File: config.mk
export PLATFORM = sky130hd
export DESIGN_NAME = rv32_alu_issue
export DESIGN_NICKNAME = d
export VERILOG_FILES = /design/src/rtl/rv32_alu_issue.sv
export SDC_FILE = /design/constraint.sdc
export NUM_CORES = 1
export LEC_CHECK = 0
export ABC_AREA = 1
export CAP_MARGIN = 20
export CORE_UTILIZATION = 45
export CTS_BUF_LIST = sky130_fd_sc_hd__clkbuf_16
export DETAILED_ROUTE_END_ITERATION = 8
export PLACE_DENSITY = 0.91
export SYNTH_ARGS = -nofsm -noshare
export SYNTH_HDL_FRONTEND = slang
export SYNTH_SLANG_ARGS = --single-unit
File: constraint.sdc
create_clock -name i_clk -period 15.8 [get_ports i_clk]
set_clock_uncertainty 0.1 [all_clocks]
set_input_delay 4.74 -clock i_clk [delete_from_list [all_inputs] [get_ports i_clk]]
set_output_delay 4.74 -clock i_clk [all_outputs]
set_load 0.03 [all_outputs]
File: src/rtl/rv32_alu_issue.sv
// rv32_alu_issue: issue/operand-fetch stage feeding the multicycle ALU FSM.
// Reads rs1/rs2 through a one-cycle-latency register file port, runs the ALU with a timeout, writes back rd.
module rv32_alu_issue #(
    parameter int TIMEOUT_CYCLES = 8,
    parameter int CNT_W = $clog2(TIMEOUT_CYCLES + 1)
) (
    input  logic        i_clk,
    input  logic        i_rst,
    input  logic        i_instr_valid,
    output logic        o_instr_ready,
    input  logic [31:0] i_instr,
    output logic [4:0]  o_rf_raddr,
    input  logic [31:0] i_rf_rdata,
    output logic        o_rf_we,
    output logic [4:0]  o_rf_waddr,
    output logic [31:0] o_rf_wdata,
    output logic [31:0] o_alu_operand_one,
    output logic [31:0] o_alu_operand_two,
    output logic [1:0]  o_alu_sel,
    output logic        o_alu_start,
    input  logic        i_alu_data_valid,
    input  logic [31:0] i_alu_result,
    input  logic        i_alu_carry_out,
    output logic        o_carry_flag,
    output logic        o_retired,
    output logic        o_illegal,
    output logic        o_timeout,
    output logic        o_busy
);
    localparam logic [2:0] IDLE = 3'd0, READ_RS1 = 3'd1, READ_RS2 = 3'd2,
                           LATCH = 3'd3, EXEC = 3'd4, WB = 3'd5;
    logic [2:0] state;
    logic [4:0] rs1, rs2, rd;
    logic [31:0] imm, op_one, op_two, result;
    logic [1:0] sel;
    logic is_r, carry, illegal, timeout;
    logic [CNT_W-1:0] cnt;
    logic [6:0] opc, f7;
    logic [2:0] f3;
    logic dec_r, dec_i, accept, valid_ok, last;
    logic [1:0] dec_sel;
    assign opc = i_instr[6:0];
    assign f3 = i_instr[14:12];
    assign f7 = i_instr[31:25];
    assign dec_r = opc == 7'b0110011 &&
                   ((f3 == 3'b000 && (f7 == 7'b0000000 || f7 == 7'b0100000)) ||
                    ((f3 == 3'b110 || f3 == 3'b111) && f7 == 7'b0000000));
    assign dec_i = opc == 7'b0010011 && (f3 == 3'b000 || f3 == 3'b110 || f3 == 3'b111);
    assign dec_sel = f3 == 3'b000 ? {1'b0, dec_r & f7[5]} : f3 == 3'b111 ? 2'b10 : 2'b11;
    assign accept = i_instr_valid && state == IDLE;
    // A valid seen in the first EXEC cycle may be left over from the previous op
    assign valid_ok = i_alu_data_valid && cnt != '0;
    assign last = cnt == CNT_W'(TIMEOUT_CYCLES - 1);
    always_ff @(posedge i_clk or posedge i_rst) begin
        if (i_rst) begin
            state <= IDLE;
            rs1 <= '0;
            rs2 <= '0;
            rd <= '0;
            imm <= '0;
            sel <= '0;
            is_r <= 1'b0;
            op_one <= '0;
            op_two <= '0;
            result <= '0;
            carry <= 1'b0;
            cnt <= '0;
            illegal <= 1'b0;
            timeout <= 1'b0;
        end else begin
            illegal <= accept && !(dec_r || dec_i);
            case (state)
                IDLE: if (accept && (dec_r || dec_i)) begin
                    rs1 <= i_instr[19:15];
                    rs2 <= i_instr[24:20];
                    rd <= i_instr[11:7];
                    imm <= {{20{i_instr[31]}}, i_instr[31:20]};
                    sel <= dec_sel;
                    is_r <= dec_r;
                    state <= READ_RS1;
                end
                READ_RS1: state <= is_r ? READ_RS2 : LATCH;
                READ_RS2: begin
                    op_one <= i_rf_rdata;
                    state <= LATCH;
                end
                LATCH: begin
                    op_one <= is_r ? op_one : i_rf_rdata;
                    op_two <= is_r ? i_rf_rdata : imm;
                    cnt <= '0;
                    state <= EXEC;
                end
                EXEC: begin
                    cnt <= cnt + 1'b1;
                    if (valid_ok) begin
                        result <= i_alu_result;
                        carry <= i_alu_carry_out;
                        state <= WB;
                    end else if (last) begin
                        timeout <= 1'b1;
                        state <= IDLE;
                    end
                end
                default: state <= IDLE;
            endcase
        end
    end
    assign o_instr_ready = state == IDLE;
    assign o_busy = state != IDLE;
    assign o_alu_start = state == EXEC;
    assign o_retired = state == WB;
    assign o_rf_we = state == WB && rd != 5'd0;
    assign o_rf_waddr = rd;
    assign o_rf_wdata = result;
    assign o_rf_raddr = state == READ_RS1 ? rs1 : state == READ_RS2 ? rs2 : 5'd0;
    assign o_alu_operand_one = op_one;
    assign o_alu_operand_two = op_two;
    assign o_alu_sel = sel;
    assign o_carry_flag = carry;
    assign o_illegal = illegal;
    assign o_timeout = timeout;
endmodule

==> flow_summary.json, run 1 <==
{
  "synthTopCellsByArea": "dfrtp_1 (60%), nand2_1 (13%), mux2_2 (6.2%)",
  "drt_wl_total_mm": 15.2,
  "power.leakage_uw": 0.00377,
  "place_congestion": 0.842,
  "cp_cell_sequence": "inv_2, nand3_1, o22ai_1, clkdlybuf4s50_1",
  "clock.fmax_ghz": 0.142,
  "drive_above_1_share_pct": 12.8,
  "synth_top_cell_area_share_pct": 59.7,
  "worstHoldStart": "o_rf_wdata[27]",
  "yosysUniqueCellTypes": 32,
  "n_antenna_cell": 0,
  "maxCapViolations": 0,
  "min_period_ns": 7.03,
  "hold_depth": 2,
  "synth-seq-cells": 131,
  "grt_pass1_wl_mm": 24.6,
  "rr_worst_depth": 4,
  "fin_cells": 929,
  "placed_cells": 897,
  "antenna_found_initial": 0,
  "final_hold_viol_count": 0,
  "synth_area_um2": 5490,
  "cts_tree": "built",
  "min_period_over_period_pct": 44.5,
  "io_pins": 217,
  "post_cts_resized": 0,
  "grt_overflow_total": 0,
  "synth_warnings": 0,
  "path_class": "register to output port",
  "die_w_um": 112,
  "cp.depth": 4,
  "grt_max_degree": 78,
  "setup_violations": 0,
  "slowest_stage": "clkdlybuf4s50_1",
  "cts_sinks": 131,
  "tns_ns": 0,
  "vias_per_cell": 5.15,
  "fin_util_pct": 71.0,
  "synthToLayoutAreaGrowth_pct": 50.9,
  "cpPeakStageDelay_ns": 0.71,
  "required_ns": 10.96,
  "dp_hpwl_mm": 11.1,
  "final_antenna_net_count": 0,
  "syn_inst": 562,
  "grt_pass1_vias": 5087,
  "maxSlewHeadroom_pct": 37.8,
  "cts_buffers": 17,
  "syn_nets": 665,
  "grt_util_all_layers_pct": 25.2,
  "path_buf_inv": 2,
  "drt_pre_antenna_iters": 4,
  "critical-path-top-delay-family": "buffers and inverters",
  "floorplan.die_area_um2": 12600,
  "reg2reg_from": "is_r",
  "ir_worst_vdd_uv": 97.8,
  "final_net_count": 876,
  "outcome": "complete, no violations",
  "worstPathMaxFanout": 6,
  "io_buffers": 216,
  "clock_path_buffers": 2,
  "row_count": 39,
  "synth_area_per_cell_um2": 9.76,
  "cts-hold-fix-buffers": 0,
  "vias": 4782,
  "core_area_um2": 11700,
  "ys_seq_area_share_pct": 59.7,
  "root_buffer": "clkbuf_16",
  "worstHoldPathType": "register to register",
  "drv_slew": 0,
  "cts_setup_buffers": 0,
  "clkLatencyLatePin_ns": 0.41,
  "path_clk_slew_ns": 0.05,
  "cp-end-kind": "output port",
  "critPathArrivalTime_ns": 2.19,
  "r2r_end": "o_alu_operand_one[28]",
  "rsz0062_at_grt": "false",
  "start_kind": "register",
  "synth_top_cell_by_area": "dfrtp_1",
  "htreeDepth": 4,
  "tightestPinTransition_ns": 0.931,
  "holdPathEnd": "o_rf_wdata[27]",
  "rrSetupSlack_ns": 13.20,
  "drc": 0,
  "power.density_nw_per_um2": 213,
  "fp.dieH_um": 112,
  "post_drt_wl_per_cell_um": 16.3,
  "initialDrtViolationCount": 400,
  "initial_utilization_pct": 47.0
}
[layout by cell type (no fill, tap or decap), drive strengths merged]
| cell | n |
|---|---|
| clkdlybuf4s50 | 216 |
| nand2 | 207 |
| dfrtp | 131 |
| nor2 | 46 |
| inv | 43 |
| a31oi | 33 |
| mux2 | 32 |
| o21ai | 20 |
| clkbuf | 17 |
| nand3 | 11 |
| o22ai | 6 |
| clkinv | 6 |
| bufinv | 3 |
| buf | 3 |
| nor3 | 2 |
| ha | 2 |
| clkinvlp | 2 |
| o32ai | 1 |
| a21oi | 1 |
| o41ai | 1 |
| xor2 | 1 |
| a31o | 1 |
| nand3b | 1 |
[synthesized netlist by cell type (all sizes together)]
cell type / n
a21oi: 1
a31o: 1
a31oi: 33
buf: 21
clkbuf: 6
dfrtp: 131
ha: 2
inv: 39
mux2: 32
nand2: 207
nand3: 11
nand3b: 1
nor2: 46
nor3: 2
o21ai: 20
o22ai: 6
o32ai: 1
o41ai: 1
xor2: 1
[worst reg2reg max path: stages, from the launching register on]
cell,delay (ns)
dfrtp_1,0.58
buf_4,0.33
nand2_1,0.13
nand3_2,0.71
mux2_1,0.62
[sequential cells by signal (all words and copies together), names as in the netlist]
signal             count
o_carry_flag           1
cnt                    4
rs2                    4
is_r                   1
o_alu_sel              2
o_alu_operand_two     32
o_rf_waddr             5
o_timeout              1
o_rf_wdata            32
o_illegal              1
state                  3
imm                    8
rs1                    5
o_alu_operand_one     32
[area by class of cell]
| type | instances | area [um^2] |
|---|---|---|
| Clock buffer | 17 | 425 |
| Clock inverter | 15 | 151 |
| Fill cell | 831 | 3380 |
| Inverter | 39 | 154 |
| Multi-Input combinational cell | 365 | 1910 |
| Sequential cell | 131 | 3280 |
| Tap cell | 143 | 179 |
| Timing Repair Buffer | 219 | 2180 |
[metal layers]
layer  GRT usage [%]  part of all wire, %  wire [um]  up-vias
met5               0                    0          0        -
met3            5.99                  5.3        796       33
met4            10.2                  2.7        416        0
li1                -                    -          -     2230
met1            29.6                   40       6090     2343
met2            44.6                   52       7850      176
[power breakdown]
group	switching, uW	internal [uW]
Combinational	488	353
Sequential	75.7	467
Clock	139	244
[how the worst max path moves through the flow]
stage	start	end	slack, ns
2_1_floorplan	i_rst	cnt[0]	7.46
5_1_grt	state[2]	o_rf_we	8.69
6_report	state[2]	o_rf_raddr[2]	8.77
3_3_place_gp	i_alu_data_valid	o_rf_wdata[4]	9.02
3_5_place_dp	i_alu_data_valid	o_rf_wdata[28]	8.90
4_1_cts	state[2]	o_rf_raddr[2]	8.77
[stage by stage]
step | hold slack [ns] | total power (uW) | setup WS (ns) | instance area (um^2)
2_1_floorplan | 0.349 | 1020 | 7.46 | 5490
3_3_place_gp | 0.353 | 1360 | 9.02 | 7700
3_5_place_dp | 0.359 | 1390 | 8.90 | 7700
4_1_cts | 0.372 | 1780 | 8.77 | 8280
5_1_grt | 0.397 | 1840 | 8.69 | 8280
6_report | 0.369 | 1770 | 8.77 | 8280
[kinds of logic after synthesis]
family          Yosys count  synth area share (%)
compound gates           63                  7.66
xor+xnor                  1                 0.160
fa+ha+maj                 2                 0.456
buf+inv                  66                  5.59
flops                   131                  59.7
mux                      32                  6.57
simple gates            267                  19.8
(Power assumes the default switching activity.)
==> run 2: changes to the inputs <==
CORE_UTILIZATION = 39   (was 45)
PLACE_DENSITY = 0.84   (was 0.91)
clock period = 6.06 ns   (was 15.8 ns; I/O delays follow)
==> run 2 against run 1 <==
Compared with the run above:
- die area rose by 15%
- worst setup slack got worse by 6.8 ns
- count of clock-buffer cells in the layout stayed put
- via count fell by 3.7%
- register-to-register slack lost 9.6 ns
- combinational power grew to 2.6 times the previous value
- total power grew to 2.6 times the previous value
- final cell count grew 3.7%
- worst hold slack got worse by 0.0018 ns
==> flow_summary.json, run 2 (synthesis gave the netlist of run 1 again) <==
{
  "grt_util_met1_pct": 24.8,
  "power.density_nw_per_um2": 556,
  "hold_depth": 2,
  "grt_pass1_wl_mm": 22.7,
  "fin_cells": 963,
  "busiest_layer": "met2",
  "p_seq_share_pct": 30.1,
  "intPower_uw": 2860,
  "place_congestion": 0.798,
  "rrSetupSlack_ns": 3.61,
  "root_buffer": "clkbuf_16",
  "row_count": 42,
  "drt_wl_total_mm": 14.4,
  "clock_path_buffers": 2,
  "tns_ns": 0,
  "reg2reg_from": "cnt[0]",
  "vias_per_cell": 4.78,
  "initial_utilization_pct": 40.6,
  "final_hold_viol_count": 0,
  "setup_ws_ns": 1.95,
  "cp-end-kind": "output port",
  "ir_worst_vdd_uv": 256,
  "setup_violations": 0,
  "grt_pass1_vias": 4538,
  "worstPathMaxFanout": 6,
  "core_area_um2": 13500,
  "regArea_um2": 3280,
  "tightestPinTransition_ns": 0.916,
  "min_period_over_period_pct": 67.9,
  "p_comb_share_pct": 46.7,
  "clkLatencyLatePin_ns": 0.41,
  "cts-hold-fix-buffers": 0,
  "post_cts_resized": 0,
  "htreeDepth": 4,
  "final_net_count": 877,
  "initialDrtViolationCount": 290,
  "required_ns": 4.14,
  "drv_slew": 0,
  "start_kind": "register",
  "critPathArrivalTime_ns": 2.20,
  "vias": 4605,
  "grt_overflow_total": 0,
  "path_class": "register to output port",
  "placed_cells": 930,
  "n_antenna_cell": 0,
  "die_w_um": 121,
  "rr_worst_depth": 8,
  "cts_tree": "built",
  "worstHoldPathType": "register to register",
  "min_period_ns": 4.11,
  "power.leakage_uw": 0.00381,
  "maxSlewHeadroom_pct": 38.9,
  "p_sw_share_pct": 38.8,
  "holdPathEnd": "o_rf_wdata[17]",
  "cts_buffers": 17,
  "drt_pre_antenna_iters": 6,
  "dp_hpwl_mm": 9.95,
  "dpl_worst_slack_ns": 2.08,
  "rsz0062_at_grt": "false",
  "drive_above_1_share_pct": 13.2,
  "final_antenna_net_count": 0,
  "maxCapViolations": 0,
  "path_clk_slew_ns": 0.05,
  "final_cell_mix": "clkdlybuf4s50_1 (216), nand2_1 (195), dfrtp_1 (131)",
  "post_drt_wl_per_cell_um": 15.0,
  "fin_util_pct": 62.2,
  "io_pins": 217,
  "worstHoldStart": "o_rf_wdata[17]",
  "antenna_found_initial": 0,
  "fp.dieH_um": 121,
  "clkPwrFrac_pct": 23.2,
  "startpoint": "state[2]",
  "final.fill_count": 1074,
  "power_switching_uw": 1810,
  "grt_util_all_layers_pct": 20.6,
  "cts_setup_buffers": 0,
  "holdWs_ns": 0.367,
  "layout_commonest_cell": "clkdlybuf4s50_1",
  "multi_input_area_um2": 1910,
  "drc": 0,
  "cts_sinks": 131,
  "grt_use_met2_pct": 34.0,
  "outcome": "complete, no violations",
  "clock.fmax_ghz": 0.243,
  "grt.met3_usage_pct": 6.13,
  "floorplan.die_area_um2": 14500,
  "grt_max_degree": 110,
  "io_buffers": 216,
  "r2r_end": "o_rf_wdata[23]",
  "synthToLayoutAreaGrowth_pct": 53.0
}
## run 2: changes by cell type in the layout (fill, tap and decap cells not counted)
cell	previous run	this run
clkinv_1	2	3
clkinv_4	1	0
clkinvlp_4	2	0
buf_16	0	1
clkinv_2	3	6
bufinv_16	3	5
inv_1	33	30
## run 2: layer usage
metal	wire length (um)	vias to the layer above
met5	0	-
met4	310	0
met3	824	25
met2	7100	160
met1	6200	2189
li1	-	2231
## run 2: critical path, stage by stage (launching register included)
cell	delay (ns)
dfrtp_1	0.46
inv_2	0.11
nor3_1	0.35
o41ai_1	0.14
inv_1	0.07
clkdlybuf4s50_1	0.66
## run 2: area by class of cell
cell class                      instances  area share, %
Timing Repair Buffer                  220           26.4
Sequential cell                       131           39.1
Clock inverter                         15           2.33
Tap cell                              176           2.62
Clock buffer                           17           5.07
Multi-Input combinational cell        365           22.7
Inverter                               39           1.83
## run 2: power by group through the flow
stage / logic (uW) / clock network (uW) / registers [uW]
3_3_place_gp: 2150 / 0 / 1400
3_5_place_dp: 2180 / 0 / 1410
6_report: 2180 / 1080 / 1400
4_1_cts: 2190 / 1100 / 1410
5_1_grt: 2310 / 1140 / 1440
2_1_floorplan: 639 / 0 / 2020
## run 2: through the flow
step,total power (uW),cell area (um^2)
after CTS,4700,8370
after global routing,4890,8390
final,4670,8390
after floorplan,2660,5490
after global placement,3550,7750
after detailed placement,3600,7750
## run 2: worst max path at each step
| stage | to | slack, ns | cells past startpoint |
|---|---|---|---|
| floorplan | cnt[0] | 0.64 | 1 |
| global placement | o_rf_wdata[4] | 2.14 | 6 |
| finish | o_rf_we | 1.95 | 5 |
| global route | o_rf_we | 1.79 | 5 |
| detailed placement | o_rf_wdata[4] | 2.08 | 6 |
| CTS | o_rf_we | 1.91 | 5 |
==> run 3: changes to the inputs <==
CORE_UTILIZATION = 44   (was 39)
PLACE_DENSITY = 0.89   (was 0.84)
clock period = 3.8 ns   (was 6.06 ns; I/O delays follow)
==> run 3 against run 2 <==
Compared with the run above:
- cell area decreased by 0.19%
- wire length is 6.7% higher
- combinational power is 60% higher
- critical path depth stayed put
- sequential share of layout area rose by 0.076 points
- worst setup slack worse by 1.6 ns
- total power rose by 59%
- core utilization grew 7.3 points
- clock power grew 57%
- via count rose by 5.6%
- first-iteration DRC count is 13% higher
- largest cell class unchanged
==> flow_summary.json, run 3 (synthesis gave the netlist of run 1 again) <==
{
  "dpl_worst_slack_ns": 0.738,
  "floorplan.die_area_um2": 12900,
  "clock.fmax_ghz": 0.291,
  "power_switching_uw": 2930,
  "post_drt_wl_per_cell_um": 16.1,
  "final_cell_mix": "clkdlybuf4s50_1 (216), nand2_1 (195), dfrtp_1 (131)",
  "grt_pass1_vias": 5032,
  "drt_wl_total_mm": 15.4,
  "cts_setup_buffers": 0,
  "n_antenna_cell": 0,
  "grt_max_degree": 68,
  "rr_worst_depth": 4,
  "critPathArrivalTime_ns": 2.20,
  "antenna_found_initial": 0,
  "grt_util_all_layers_pct": 25.2,
  "path_clk_slew_ns": 0.06,
  "final_net_count": 878,
  "initial_utilization_pct": 45.5,
  "core_area_um2": 12100,
  "maxSlewHeadroom_pct": 37.3,
  "p_total_uw": 7440,
  "drive_above_1_share_pct": 13.3,
  "placed_cells": 924,
  "holdPathEnd": "o_rf_wdata[6]",
  "vias": 4862,
  "rrSetupSlack_ns": 1.59,
  "root_buffer": "clkbuf_16",
  "htreeDepth": 4,
  "path_class": "register to output port",
  "cts_tree": "built",
  "ir_worst_vdd_uv": 370,
  "fin_cells": 956,
  "post_cts_resized": 0,
  "min_period_ns": 3.44,
  "start_kind": "register",
  "maxCapViolations": 0,
  "grt_overflow_total": 0,
  "intPower_uw": 4500,
  "outcome": "complete, no violations",
  "p_comb_share_pct": 46.9,
  "p_seq_share_pct": 30.3,
  "clkLatencyLatePin_ns": 0.41,
  "fp.dieH_um": 114,
  "place_congestion": 0.817,
  "drt_pre_antenna_iters": 6,
  "clkPwrFrac_pct": 22.9,
  "cp-end-kind": "output port",
  "initialDrtViolationCount": 329,
  "min_period_over_period_pct": 90.5,
  "cts_sinks": 131,
  "tns_ns": 0,
  "drc": 0,
  "layout_commonest_cell": "clkdlybuf4s50_1",
  "worstHoldStart": "o_rf_wdata[6]",
  "tightestPinTransition_ns": 0.939,
  "final_hold_viol_count": 0,
  "io_buffers": 216,
  "rsz0062_at_grt": "false",
  "worstHoldPathType": "register to register",
  "required_ns": 2.56,
  "clock_path_buffers": 2,
  "setup_violations": 0,
  "die_w_um": 114,
  "cts-hold-fix-buffers": 0,
  "setup_ws_ns": 0.361,
  "dp_hpwl_mm": 11.1,
  "worstPathMaxFanout": 4,
  "grt_pass1_wl_mm": 25.2,
  "vias_per_cell": 5.09,
  "io_pins": 217,
  "row_count": 40,
  "hold_depth": 2,
  "final_antenna_net_count": 0,
  "power.leakage_uw": 0.00379,
  "power.density_nw_per_um2": 888,
  "synthToLayoutAreaGrowth_pct": 52.7,
  "reg2reg_from": "is_r",
  "cts_buffers": 17,
  "p_sw_share_pct": 39.4,
  "r2r_end": "o_alu_operand_two[26]",
  "drv_slew": 0
}
run 3: cell count changes in the layout (fill, tap and decap cells not counted):
cell / delta
clkinvlp_4: +3
buf_4: +1
buf_12: +1
clkinv_2: -5
buf_16: -1
bufinv_16: -1
clkinv_4: +3
run 3: how the worst max path moves through the flow:
stage,startpoint,end
final,state[0],o_rf_we
after global routing,state[0],o_rf_we
after CTS,state[2],o_rf_we
after detailed placement,i_instr[2],rs1[3]
after global placement,i_instr[1],rs1[3]
after floorplan,i_rst,cnt[0]
run 3: final cells by class:
| class | instances | area (um^2) |
|---|---|---|
| Fill cell | 872 | 3680 |
| Sequential cell | 131 | 3280 |
| Timing Repair Buffer | 221 | 2210 |
| Multi-Input combinational cell | 365 | 1910 |
| Clock buffer | 17 | 425 |
| Tap cell | 168 | 210 |
| Clock inverter | 15 | 190 |
| Inverter | 39 | 153 |
run 3: metal layers:
layer / vias to the layer above / wire [um] / GRT usage [%]
met5: - / 0 / 0
met2: 219 / 8130 / 44.0
li1: 2241 / - / -
met3: 25 / 861 / 5.74
met4: 0 / 258 / 8.95
met1: 2377 / 6150 / 30.8
run 3: stage by stage:
| step | instance area, um^2 | utilization, % | hold slack, ns |
|---|---|---|---|
| 6_report | 8380 | 69.5 | 0.376 |
| 5_1_grt | 8380 | 69.5 | 0.398 |
| 4_1_cts | 8380 | 69.5 | 0.377 |
| 3_5_place_dp | 7760 | 64.4 | 0.361 |
| 3_3_place_gp | 7760 | 64.4 | 0.353 |
| 2_1_floorplan | 5490 | - | 0.349 |
run 3: critical path: stages (launching register included):
cell             delay, ns
dfrtp_1               0.42
inv_2                 0.09
nor3_1                0.37
o41ai_1               0.16
inv_1                 0.08
clkdlybuf4s50_1       0.66
run 3: power by group through the flow:
stage / clock (uW) / sequential, uW / combinational [uW]
6_report: 1700 / 2250 / 3490
5_1_grt: 1800 / 2310 / 3680
4_1_cts: 1720 / 2250 / 3510
3_5_place_dp: 0 / 2270 / 3490
3_3_place_gp: 0 / 2230 / 3410
2_1_floorplan: 0 / 3220 / 1020
==> patch 1, RTL diff (flow settings as in run 1) <==
Put one more register stage on the output `o_carry_flag`. The value now appears one clock later. The other outputs are not delayed to match.
--- a/src/rtl/rv32_alu_issue.sv
+++ b/src/rtl/rv32_alu_issue.sv
@@ -116,7 +116,9 @@
     assign o_alu_operand_one = op_one;
     assign o_alu_operand_two = op_two;
     assign o_alu_sel = sel;
-    assign o_carry_flag = carry;
+    always_ff @(posedge i_clk) begin
+        o_carry_flag <= carry;
+    end
     assign o_illegal = illegal;
     assign o_timeout = timeout;
 endmodule
Formal check against the unedited RTL: not equivalent (Yosys sat finds a counterexample within 10 cycles, from zero or initial values and one cycle with i_rst high).
==> patch 1 against run 1 <==
Die area increased by 0.36%. Worst setup slack improved by 0.012 ns. Sequential cell count increased by 1. Area after synthesis increased by 0.36%. Power increased by 2.3%. Critical path depth increased by 1. Critical endpoint is now o_rf_we. Final area increased by 1.0%. Highest routed layer unchanged. Routed wire length decreased by 3.4%.
==> patch 1: results (changes against run 1) <==
metric	value	unit	change
CTS buffer count	17		unchanged
routed length per instance	15.7	um	-3.9%
Net count, final	877		+0.11%
Global Route Usage Sum	24.2	%	-0.98 points
Synth Net Count	666		+0.15%
layout cells sized above 1	13.1	%	+0.24 points
mux contribution to synthesized area	6.54	%	-0.024 points
Cell Area, Placed	0.00773	mm^2	+0.32%
Initial DRC Count	323		-19%
Max rail drop VDD	0.000100	V	+2.7%
first-pass GRT wire length	23800	um	-3.4%
Synth Area in Compound Gates	7.63	%	-0.028 points
Min-Delay Startpoint	carry$_DFFE_PP0P_		
Distinct cells, synth	33		+3.1%
status	finished clean		
Least-Margin Pin Slew	0.922	ns	-0.00963 ns
Synth Area in Adders	0.454	%	-0.0017 points
Leak	3.80	nW	+0.72%
vias post-DR	4674		-2.3%
vias in the first global route	4771		-6.2%
worst flop-to-flop path startpoint	cnt[0]$_DFFE_PP0P_		
wire length on met2	7340	um	-6.5%
met1 WL	6090	um	about the same
Async SR Flop Fraction	99.2	%	-0.76 points
# fillers	832		+0.12%
ranking of synthesized cells by area	dfrtp_1, nand2_1, mux2_2		
pin count of the biggest net entering global routing	69		-12%
Final HPWL DP	10400	um	-6.1%
met3 routed WL	834	um	+4.8%
post-synthesis sequential area ratio	59.9	%	+0.15 points
root buf cell	clkbuf_16		
post-synthesis xor/xnor area fraction	0.159	%	-0.00058 points
RePlAce Congestion	0.811		-3.7%
[patch 1: changes by cell type after synthesis, sizes merged]
cell / delta
dfxtp: +1
[patch 1: worst max-delay path: stages, from the launching register on]
cell	delay [ns]
dfrtp_1	0.46
inv_2	0.11
nor3_1	0.31
o41ai_1	0.15
inv_1	0.07
clkdlybuf4s50_1	0.66
[patch 1: logic make-up after synthesis]
family | after synthesis
AOI/OAI and AO/OA | 63
xor gates and xnor gates | 1
adders and majority gates | 2
buffers and inverters | 66
DFF | 132
muxes | 32
and+or+nand+nor | 267
[patch 1: power by group]
part,internal (W),switching (W)
Sequential,0.000470,0.0000738
Combinational,0.000353,0.000484
Clock,0.000279,0.000147
[patch 1: final cells by class]
class	count	share of cell area, %
tap	147	2.20
clock buffer	17	5.08
clock inverter	15	2.54
multi-input combinational	365	22.8
inverter	39	1.84
sequential	132	39.4
timing repair buffer	219	26.1
[patch 1: metrics by stage]
step           instances  setup WS [ns]  utilization [%]
6_report             934           8.78             70.0
3_5_place_dp         902           8.91             64.6
3_3_place_gp         902           8.95             64.6
5_1_grt              934           8.67             70.0
4_1_cts              934           8.75             70.0
2_1_floorplan        563           7.46                -
[patch 1: final timing paths]
| check | endpoint | slack (ns) | cells after the start |
|---|---|---|---|
| min reg2reg | o_carry_flag$_DFF_P_ | 0.31 | 0 |
| min in group asynchronous | o_alu_operand_two[12]$_DFFE_PP0P_ | 4.69 | 2 |
| max reg2reg | o_rf_wdata[30]$_DFFE_PP0P_ | 13.41 | 8 |
| min | o_carry_flag$_DFF_P_ | 0.31 | 0 |
| max | o_rf_we | 8.78 | 5 |
| max in group asynchronous | o_rf_wdata[1]$_DFFE_PP0P_ | 9.59 | 3 |
[patch 1: routing by layer]
metal | vias up | track usage [%]
met5 | - | 0
met4 | 0 | 11.3
li1 | 2235 | -
met2 | 178 | 40.4
met1 | 2230 | 30.0
met3 | 31 | 5.40
==> patch 2, RTL diff (config.mk and constraints of run 1) <==
Without the edit above. The parameter `TIMEOUT_CYCLES` goes from 8 to 16.
--- a/src/rtl/rv32_alu_issue.sv
+++ b/src/rtl/rv32_alu_issue.sv
@@ -1,7 +1,7 @@
 // rv32_alu_issue: issue/operand-fetch stage feeding the multicycle ALU FSM.
 // Reads rs1/rs2 through a one-cycle-latency register file port, runs the ALU with a timeout, writes back rd.
 module rv32_alu_issue #(
-    parameter int TIMEOUT_CYCLES = 8,
+    parameter int TIMEOUT_CYCLES = 16,
     parameter int CNT_W = $clog2(TIMEOUT_CYCLES + 1)
 ) (
     input  logic        i_clk,
Function: no difference found for any inputs over 10 cycles, from zero or initial values and one cycle with i_rst high; that may be too few to reach the edited logic, so the function may still have changed.
==> patch 2 against run 1 <==
Area after synthesis is 0.80% higher. Cell count is 6.0% lower. Power is 1.4% higher. Critical endpoint is now o_rf_we. First-iteration DRC count is 26% lower. Largest cell class unchanged. Highest routed layer unchanged. Die area is 0.78% higher. Final area is 0.76% higher. Sequential cell count is 1 higher. Via count is 5.5% lower. Routed wire length is 2.7% lower. Worst setup slack worse by 0.042 ns. Hold slack worse by 0.0034 ns. Synthesized cell count is 11% lower. Sequential share of layout area hardly changed.
==> patch 2: results (changes against run 1) <==
metric	value	unit	change
Global Route Usage Sum	24.0	%	-1.2 points
Switch Pwr	0.000709	W	+0.94%
Placement Setup Slack	8.91	ns	+0.0161 ns
worst-skew pair later-pin latency	0.41	ns	about the same
status	finished clean		
# Post-CTS Setup Buffers	0		unchanged
Placed Cells	841		-6.2%
post-synthesis sequential area ratio	59.7	%	about the same
routed wire length	14800	um	-2.7%
Post-CTS Resized	0		unchanged
Initial DRC Count	295		-26%
Distinct cells, synth	29		-9.4%
vias in the first global route	4758		-6.5%
ANT nets after route	0		unchanged
Mapped Cells	499		-11%
Synth Net Count	603		-9.3%
CTS buffer count	17		unchanged
Diodes inserted	0		unchanged
top cells by count, synth	dfrtp_1, nand2_1, nor2_1		
Clock Tree Buf Depth	2		unchanged
root buf cell	clkbuf_16		
Net count, final	818		-6.6%
RePlAce Congestion	0.832		-1.2%
vias per cell	5.18		+0.61%
ranking of synthesized cells by area	dfrtp_1, mux2_4, nand2_1		
Yosys top cell by area	dfrtp_1		
first-pass GRT wire length	23600	um	-4.3%
initial antenna violation count	0		unchanged
Final HPWL DP	10400	um	-6.2%
Least-Margin Pin Slew	0.855	ns	-0.0761 ns
post-route insts no fill	873		-6.0%
PortBufs	216		unchanged
layout cells sized above 1	15.4	%	+2.6 points
maximum fanout along the worst path	6		unchanged
pin count of the biggest net entering global routing	88		+13%
Max rail drop VDD	0.000111	V	+14%
Async SR Flop Fraction	100	%	unchanged
Worst-path clk slew	0.06	ns	
type of the worst min-delay path	flop to flop		
YS warnings	0		unchanged
Leak	3.80	nW	+0.57%
crit path DAT	2.23	ns	+0.04 ns
1st-pass router iterations	4		unchanged
Max H-tree Level	4		unchanged
patch 2: cell count changes in the layout (fill, tap and decap cells not counted), sizes merged, moves of 2 or more:
cell      before  now
a21oi          1    3
bufinv         3    1
clkinvlp       2    5
inv           43   40
mux2          32   65
nand2        207  113
nand3         11    9
patch 2: worst max-delay path: stages (launching register included):
cell	delay (ns)
dfrtp_1	0.42
inv_1	0.14
nor3_1	0.38
o41ai_1	0.15
inv_1	0.07
clkdlybuf4s50_1	0.66
patch 2: stage by stage:
stage	instance area [um^2]	util [%]
final	8340	69.5
after global routing	8340	69.5
after CTS	8320	69.2
after detailed placement	7780	64.7
after global placement	7780	64.7
after floorplan	5530	-
patch 2: power groups by stage:
stage / Combinational, W / Sequential, W / Clock (W)
2_1_floorplan: 0.000267 / 0.000789 / 0
3_5_place_dp: 0.000878 / 0.000553 / 0
5_1_grt: 0.000920 / 0.000564 / 0.000382
4_1_cts: 0.000883 / 0.000549 / 0.000365
3_3_place_gp: 0.000857 / 0.000542 / 0
6_report: 0.000879 / 0.000549 / 0.000362
patch 2: layout make-up:
| cell class | instances | area [um^2] |
|---|---|---|
| timing repair buffer | 220 | 2210 |
| tap | 147 | 184 |
| clock inverter | 14 | 115 |
| fill | 845 | 3670 |
| clock buffer | 17 | 425 |
| multi-input combinational | 304 | 1950 |
| inverter | 39 | 151 |
| sequential | 132 | 3300 |
patch 2: logic make-up after synthesis:
| family | synth area share [%] |
|---|---|
| compound gates | 6.76 |
| mux | 15.1 |
| flops | 59.7 |
| buf+inv | 5.18 |
| simple gates | 12.5 |
| fa+ha+maj | 0.679 |
patch 2: final timing paths:
check / to / slack [ns] / from / cells past startpoint
hold / removal: cnt[3]$_DFFE_PP0P_ / 0.37 / cnt[3]$_DFFE_PP0P_ / 1
max in group asynchronous: o_alu_operand_two[26]$_DFFE_PP0P_ / 9.88 / i_rst / 4
min in group asynchronous: o_rf_wdata[8]$_DFFE_PP0P_ / 4.65 / i_rst / 2
setup / recovery: o_rf_we / 8.73 / state[2]$_DFFE_PP0P_ / 5
hold reg to reg: cnt[3]$_DFFE_PP0P_ / 0.37 / cnt[3]$_DFFE_PP0P_ / 1
setup reg to reg: o_alu_operand_one[11]$_DFFE_PP0P_ / 13.57 / is_r$_DFFE_PP0P_ / 4
patch 2: metal layers:
| layer | share of wire, % | up-vias | global-route usage (%) |
|---|---|---|---|
| met2 | 50 | 202 | 42.3 |
| met3 | 5.8 | 37 | 6.05 |
| met5 | 0 | - | 0 |
| met4 | 2.9 | 0 | 9.91 |
| li1 | - | 2087 | - |
| met1 | 41 | 2195 | 28.0 |
